[src/rtl/sccb_pkg.sv]
// rtl/sccb_pkg.sv - shared state, frame and phase definitions for the SCCB value writer
package sccb_pkg;

    typedef enum logic [2:0] {
        S_IDLE,
        S_SETTLE,
        S_START,
        S_BIT,
        S_STOP,
        S_GAP
    } state_t;

    localparam logic [7:0] OV5640_WR_ID = 8'h78;

    localparam logic [1:0] Q0 = 2'd0;
    localparam logic [1:0] Q1 = 2'd1;
    localparam logic [1:0] Q2 = 2'd2;
    localparam logic [1:0] Q3 = 2'd3;

    localparam int FRAME_BITS = 36;

    // Ninth bit of each 9-bit phase is the ack slot.
    localparam logic [FRAME_BITS-1:0] ACK_SLOTS = {4{9'b0_0000_0001}};

    // Values above one byte saturate to 0xFF.
    function automatic logic [7:0] data_byte(input logic [10:0] v);
        return (v > 11'd255) ? 8'hFF : v[7:0];
    endfunction

endpackage

[src/rtl/sccb_tick_gen.sv]
// rtl/sccb_tick_gen.sv - free-running divider producing a one-cycle tick every DIV clocks
module sccb_tick_gen #(
    parameter int DIV = 125
) (
    input  logic clk,
    input  logic rst,
    output logic tick
);

    localparam int W = (DIV > 1) ? $clog2(DIV) : 1;

    logic [W-1:0] cnt;

    always_ff @(posedge clk or posedge rst) begin
        if (rst) begin
            cnt <= '0;
        end else if (cnt == W'(DIV - 1)) begin
            cnt <= '0;
        end else begin
            cnt <= cnt + W'(1);
        end
    end

    assign tick = (cnt == W'(DIV - 1));

endmodule

[src/rtl/value_sccb_writer.sv]
// rtl/value_sccb_writer.sv - writes the settled user value to one OV5640 register over SCCB
// Optional NACK detection and automatic retry when SCCB_ACK_CHECK_EN is defined.
module value_sccb_writer
    import sccb_pkg::*;
#(
    parameter int          DIV      = 125,
    parameter int          HOLD     = 200_000,
    parameter logic [7:0]  DEV_ID   = OV5640_WR_ID,
    parameter logic [15:0] REG_ADDR = 16'h5587
) (
    input  logic        clk,
    input  logic        rst,
    input  logic [10:0] value,
    input  logic        sio_d_in,
    output logic        sio_c,
    output logic        sio_d_out,
    output logic        sio_d_oe,
    output logic        busy,
    output logic        done,
    output logic        err,
    output logic [7:0]  last_data
);

    localparam int CW = $clog2(HOLD + 1);

    logic                  tick;
    state_t                state;
    logic [1:0]            q;
    logic [5:0]            bit_cnt;
    logic [FRAME_BITS-1:0] tx_sh;
    logic [FRAME_BITS-1:0] ack_sh;
    logic [7:0]            data_lat;
    logic                  sent_valid;
    logic                  nack_seen;
    logic [CW-1:0]         settle_cnt;
    logic [10:0]           prev_value;
    logic [7:0]            cur_byte;
    logic                  hold_met;
    logic                  nack_now;

    sccb_tick_gen #(.DIV(DIV)) u_tick (
        .clk  (clk),
        .rst  (rst),
        .tick (tick)
    );

    assign cur_byte = data_byte(value);
    assign hold_met = (settle_cnt == CW'(HOLD)) && (value == prev_value);

`ifdef SCCB_ACK_CHECK_EN
    assign nack_now = ack_sh[FRAME_BITS-1] & sio_d_in;
`else
    logic unused_sio_d_in;
    assign unused_sio_d_in = sio_d_in;
    assign nack_now        = 1'b0;
`endif

    always_ff @(posedge clk or posedge rst) begin
        if (rst) begin
            state      <= S_IDLE;
            q          <= Q0;
            bit_cnt    <= '0;
            tx_sh      <= '0;
            ack_sh     <= '0;
            data_lat   <= '0;
            sent_valid <= 1'b0;
            nack_seen  <= 1'b0;
            settle_cnt <= '0;
            prev_value <= '0;
            sio_c      <= 1'b1;
            sio_d_out  <= 1'b1;
            sio_d_oe   <= 1'b0;
            busy       <= 1'b0;
            done       <= 1'b0;
            err        <= 1'b0;
            last_data  <= '0;
        end else begin
            done       <= 1'b0;
            err        <= 1'b0;
            prev_value <= value;

            // Settle timing runs every clock; state moves only on ticks.
            if (state == S_SETTLE) begin
                if (value != prev_value) begin
                    settle_cnt <= '0;
                end else if (settle_cnt != CW'(HOLD)) begin
                    settle_cnt <= settle_cnt + CW'(1);
                end
            end

            if (tick) begin
                case (state)
                    S_IDLE: begin
                        if (!sent_valid || cur_byte != last_data) begin
                            state      <= S_SETTLE;
                            settle_cnt <= '0;
                        end
                    end

                    S_SETTLE: begin
                        if (sent_valid && cur_byte == last_data) begin
                            state <= S_IDLE;
                        end else if (hold_met) begin
                            state     <= S_START;
                            q         <= Q0;
                            data_lat  <= cur_byte;
                            tx_sh     <= {DEV_ID, 1'b1, REG_ADDR[15:8], 1'b1,
                                          REG_ADDR[7:0], 1'b1, cur_byte, 1'b1};
                            ack_sh    <= ACK_SLOTS;
                            nack_seen <= 1'b0;
                            busy      <= 1'b1;
                            sio_c     <= 1'b1;
                            sio_d_out <= 1'b1;
                            sio_d_oe  <= 1'b1;
                        end
                    end

                    S_START: begin
                        q <= q + 2'd1;
                        case (q)
                            Q1: sio_d_out <= 1'b0;
                            Q2: sio_c <= 1'b0;
                            Q3: begin
                                state     <= S_BIT;
                                bit_cnt   <= '0;
                                sio_d_oe  <= !ack_sh[FRAME_BITS-1];
                                sio_d_out <= tx_sh[FRAME_BITS-1];
                            end
                            default: ;
                        endcase
                    end

                    S_BIT: begin
                        q <= q + 2'd1;
                        case (q)
                            Q1: sio_c <= 1'b1;
                            Q3: begin
                                sio_c <= 1'b0;
                                if (nack_now || bit_cnt == 6'(FRAME_BITS - 1)) begin
                                    state     <= S_STOP;
                                    nack_seen <= nack_now;
                                    sio_d_oe  <= 1'b1;
                                    sio_d_out <= 1'b0;
                                end else begin
                                    bit_cnt   <= bit_cnt + 6'd1;
                                    tx_sh     <= tx_sh << 1;
                                    ack_sh    <= ack_sh << 1;
                                    sio_d_oe  <= !ack_sh[FRAME_BITS-2];
                                    sio_d_out <= tx_sh[FRAME_BITS-2];
                                end
                            end
                            default: ;
                        endcase
                    end

                    S_STOP: begin
                        q <= q + 2'd1;
                        case (q)
                            Q0: sio_c <= 1'b1;
                            Q1: begin
                                sio_d_oe  <= 1'b0;
                                sio_d_out <= 1'b1;
                            end
                            Q3: begin
                                state <= S_GAP;
                                busy  <= 1'b0;
                                if (nack_seen) begin
                                    err <= 1'b1;
                                end else begin
                                    done       <= 1'b1;
                                    last_data  <= data_lat;
                                    sent_valid <= 1'b1;
                                end
                            end
                            default: ;
                        endcase
                    end

                    S_GAP: begin
                        q <= q + 2'd1;
                        if (q == Q3) begin
                            state <= S_IDLE;
                        end
                    end

                    default: state <= S_IDLE;
                endcase
            end
        end
    end

endmodule

[config.mk]
export PLATFORM = sky130hd
export DESIGN_NAME = value_sccb_writer
export DESIGN_NICKNAME = d
export VERILOG_FILES = /design/src/rtl/sccb_pkg.sv /design/src/rtl/sccb_tick_gen.sv /design/src/rtl/value_sccb_writer.sv
export SDC_FILE = /design/constraint.sdc
export NUM_CORES = 1
export LEC_CHECK = 0
export ABC_CLOCK_PERIOD_IN_PS = 7400
export BUFFER_PORTS_ARGS = -buffer_cell sky130_fd_sc_hd__buf_2
export CAP_MARGIN = 20
export CELL_PAD_IN_SITES_DETAIL_PLACEMENT = 2
export CELL_PAD_IN_SITES_GLOBAL_PLACEMENT = 2
export CORE_ASPECT_RATIO = 1.4
export CORE_MARGIN = 3
export CORE_UTILIZATION = 40
export CTS_CLUSTER_SIZE = 10
export DETAILED_ROUTE_END_ITERATION = 8
export PLACE_DENSITY = 0.78
export SYNTH_ARGS = -nofsm -noshare
export SYNTH_HDL_FRONTEND = slang
export SYNTH_SLANG_ARGS = --single-unit
[constraint.sdc]
create_clock -name clk -period 7.4 [get_ports clk]
set_input_delay 1.11 -clock clk [delete_from_list [all_inputs] [get_ports clk]]
set_output_delay 1.11 -clock clk [all_outputs]
set_load 0.01 [all_outputs]
==> results.txt <==
The count of flip-flops with a built-in enable after synthesis is 0. In this run the deepest clock path goes through 2 buffers. The maximum vdd ir drop came out at 0.130 mV. Counting flops and latches in the post-synthesis netlist gives 140. The instance count of the mapped netlist is 663. The number of primary I/O pins is 28. Setup repair after global routing left no endpoint under its margin.

For this run, design rule violations remaining after detail routing come to 0. The slowest stage of the critical path is the sky130_fd_sc_hd__nor4_1 cell. In this run, CTS created clock tree buffers numbering 17. Dividing total power by cell area gives a power density of 230 nW/µm². The number of maximum-capacitance violations came out at 0. After synthesis, the cell types taking the most area are sky130_fd_sc_hd__dfrtp_1 51%, sky130_fd_sc_hd__mux2i_1 10%, sky130_fd_sc_hd__inv_1 4.2%. The number of global-route vias before repair is 5618.

The pin count of the biggest net entering global routing is 82. The ratio of cells with drive above 1 in the final layout came out at 13.2%. The relative max-transition margin came out at 38.7%.

After floorplanning, the core was divided into 55 placement rows. The number of nets in the final layout came out at 702. The horizontal die dimension is 116 µm. The largest fanout on the critical path came out at 71. The most used flip-flop cell after synthesis is sky130_fd_sc_hd__dfrtp_1. The cell area after synthesis came out at 6830 µm². The run finished with clean final reports. The via count is 4790.

The proportion of total power due to net switching came out at 20.7%. The critical path is of the primary input to register type. The internal power is 1410 µW.

In the post-synthesis netlist, the cell with the most instances is sky130_fd_sc_hd__dfrtp_1. The count of fill cells added during filler insertion is 1719. After layout, the worst setup slack is 3470 ps.

The post-layout minimum cycle time came out at 3930 ps. The required time reported for the critical path endpoint came out at 7700 ps. The floorplan die height came out at 161 µm. The average cell area after synthesis came out at 10.3 µm².

The number of warnings reported in the yosys synthesis log came out at 0. In the global route stage, overall resource usage came out at 19.9%. The number of buffers inserted to repair setup after CTS came out at 0. The slew of the pin with the lowest slew margin is 911 ps.

In this run the static leakage power is 0.00393 µW. The worst hold path cell count is 1. The global-route wire length before repair is 29.2 mm. The data arrival at the endpoint of the critical path came out at 4230 ps. The die covers 18700 µm². The maximum operating frequency came out at 254 MHz.

The first-iteration detailed-routing DRC count came out at 103. The signal on the critical path passes through buf_2 -> nor4_1 -> xnor2_1 -> nor4_2 -> nand3_2 -> o2111ai_4 -> buf_12 -> mux2_1. The routed wire length is 17.1 mm. The number of distinct standard cells referenced by the synthesized netlist is 57. The part of the power in the clock network came out at 54.8%. TritonCTS built the clock tree. The largest stage delay on the critical path came out at 800 ps. The number of instances resized during post-cts repair is 0.

After clock tree synthesis, the clock-pin slew on the worst setup and hold paths is 60 ps. The final total negative setup slack is 0 ps. The share of the yosys chip area belonging to registers came out at 51.3%. The buffer cell driving the clock tree root is sky130_fd_sc_hd__clkbuf_16. The type of the most critical hold path is register to register. The starting density of the core is 41.5%. The total of buffers placed on input and output ports is 25.

The final max-slew violation count is 0. The largest clock skew in the final design came out at 12.0 ps. sky130_fd_sc_hd__dfrtp_1 takes more of the synthesized area than any other cell. The iteration count of the initial detailed-routing pass is 4. Of the total power, combinational logic draws 2.0%. The worst-case setup slack after placement came out at 3090 ps. Sequential cells burn 43.2% of the power. Hold repair after CTS inserted 0 buffers. The detailed placement HPWL is 11.1 mm. Setup violations remaining at the end of the flow were counted as 0. The worst setup path is captured at a register. The congestion estimate from routability-driven global placement came to 0.755.

The source-to-sink clock delay at the later pin of the worst-skew pair came out at 420 ps. The worst setup path is launched from a primary input. The core footprint is 16400 µm². In the routed layout, each cell is associated on average with a via count of 5.38. The net count after synthesis came out at 686. The count of nets left with antenna violations once routing finished came out at 0. Summed over all nets, the switching power comes to 369 µW. The number of antenna diodes came out at 0. The number of sinks handled by clock tree synthesis came out at 140. After synthesis, the share of flip-flops with an asynchronous set or reset is 100%.

The number of hold violations in the final report came out at 0. The fraction of the cycle the final worst path needs is 53.1%. The area growth from synthesis to final layout is 13.6%. The area share of the largest cell type after synthesis is 50.6%. The logic depth of the worst register-to-register path is 5. The initial antenna violation count is 0.

The detail-routed net length per standard cell is 19.2 µm. In the synthesized netlist, the cells that appear most often are 138 x sky130_fd_sc_hd__dfrtp_1, 77 x sky130_fd_sc_hd__inv_1, 74 x sky130_fd_sc_hd__nand2_1. In this run the number of H-tree levels came out at 4.

The global route total overflow came out at 0.
[cell type report]
type | instances | area [µm²] | area share (%)
clock buffer | 18 | 429 | 5.53
clock inverter | 14 | 241 | 3.11
inverter | 77 | 294 | 3.79
multi-input combinational | 414 | 2850 | 36.7
sequential | 140 | 3510 | 45.2
tap | 199 | 249 | 3.21
timing repair buffer | 29 | 188 | 2.42
[power by group through the flow]
stage,clock [µW],combinational [µW],sequential [µW]
after floorplan,0,23.0,784
after global placement,0,34.8,784
after detailed placement,0,36.5,784
after CTS,997,36.9,770
after global routing,1040,40.8,770
final,976,35.2,770
[registers in the layout, indices dropped and copies added, names as in the netlist]
signal,flops
tx_sh,36
state,3
sio_d_oe,1
busy,1
q,2
prev_value,11
bit_cnt,6
ack_sh,35
data_lat,8
sio_c,1
last_data,8
settle_cnt,18
sent_valid,1
done,1
sio_d_out,1
u_tick.cnt,7
[per-layer routing]
metal  share of wire, %  vias to the layer above  wire (µm)  track usage (%)
met5                  0                        -          0                0
met4                1.1                        0        182             5.22
met3                1.7                       15        299             4.22
met2                 58                       23      10000             37.5
met1                 39                     2512       6670             22.2
li1                   -                     2240          -                -
[cell usage in the layout (no fill, tap or decap), types with 3 or more instances in the layout]
cell and count:
sky130_fd_sc_hd__o31ai_1 3, sky130_fd_sc_hd__buf_2 25, sky130_fd_sc_hd__a211oi_1 3, sky130_fd_sc_hd__nand2b_1 3
sky130_fd_sc_hd__bufinv_16 6, sky130_fd_sc_hd__o21ai_0 22, sky130_fd_sc_hd__o211ai_1 4, sky130_fd_sc_hd__mux2_1 10
sky130_fd_sc_hd__dfrtp_1 138, sky130_fd_sc_hd__and2_1 5, sky130_fd_sc_hd__nor2b_1 3, sky130_fd_sc_hd__inv_6 3
sky130_fd_sc_hd__mux2i_1 70, sky130_fd_sc_hd__xor2_1 15, sky130_fd_sc_hd__a21oi_1 16, sky130_fd_sc_hd__ha_1 9
sky130_fd_sc_hd__xnor2_1 18, sky130_fd_sc_hd__nand3_1 14, sky130_fd_sc_hd__mux2_2 15, sky130_fd_sc_hd__and3_1 5
sky130_fd_sc_hd__or3_1 3, sky130_fd_sc_hd__inv_1 76, sky130_fd_sc_hd__nor2_1 58, sky130_fd_sc_hd__or2_2 3
sky130_fd_sc_hd__o22ai_1 3, sky130_fd_sc_hd__and4_1 6, sky130_fd_sc_hd__nor4_1 8, sky130_fd_sc_hd__clkbuf_16 17
sky130_fd_sc_hd__a21o_1 4, sky130_fd_sc_hd__nand2_1 74, sky130_fd_sc_hd__nand4_1 13, sky130_fd_sc_hd__clkinv_4 3
[stage by stage]
| stage | utilization [%] | area (µm²) | std cells | hold WS [ps] | power (µW) |
|---|---|---|---|---|---|
| 6_report | 47.2 | 7750 | 891 | 484 | 1780 |
| 2_1_floorplan | - | 6830 | 663 | 432 | 807 |
| 3_5_place_dp | 42.9 | 7060 | 858 | 467 | 821 |
| 4_1_cts | 47.0 | 7730 | 890 | 490 | 1800 |
| 5_1_grt | 47.2 | 7750 | 891 | 523 | 1850 |
| 3_3_place_gp | 42.9 | 7060 | 858 | 446 | 819 |
[worst max-delay path, delay by kind of cell]
family | cells | cell delay, ps
AOI/OAI and AO/OA | 1 | 310
and+or+nand+nor | 3 | 1550
muxes | 1 | 400
xor gates and xnor gates | 1 | 200
buffers and inverters | 2 | 570
[final timing paths]
path | from | end | slack (ps)
max | value[10] | tx_sh[0] | 3470
min | u_tick.cnt[0] | u_tick.cnt[0] | 480
max reg2reg | state[0] | data_lat[5] | 4060
min reg2reg | u_tick.cnt[0] | u_tick.cnt[0] | 480
max in group asynchronous | rst | tx_sh[19] | 5340
min in group asynchronous | rst | ack_sh[7] | 810
[cell families after synthesis]
| kind of cell | after synthesis | synth area share, % |
|---|---|---|
| muxes | 95 | 14.4 |
| xor gates and xnor gates | 33 | 4.23 |
| other | 1 | 0.0549 |
| and+or+nand+nor | 208 | 14.7 |
| adders and majority gates | 9 | 1.65 |
| DFF | 140 | 51.3 |
| buffers and inverters | 109 | 7.13 |
| AOI/OAI and AO/OA | 68 | 6.51 |
Power figures use the tool's default switching activity.
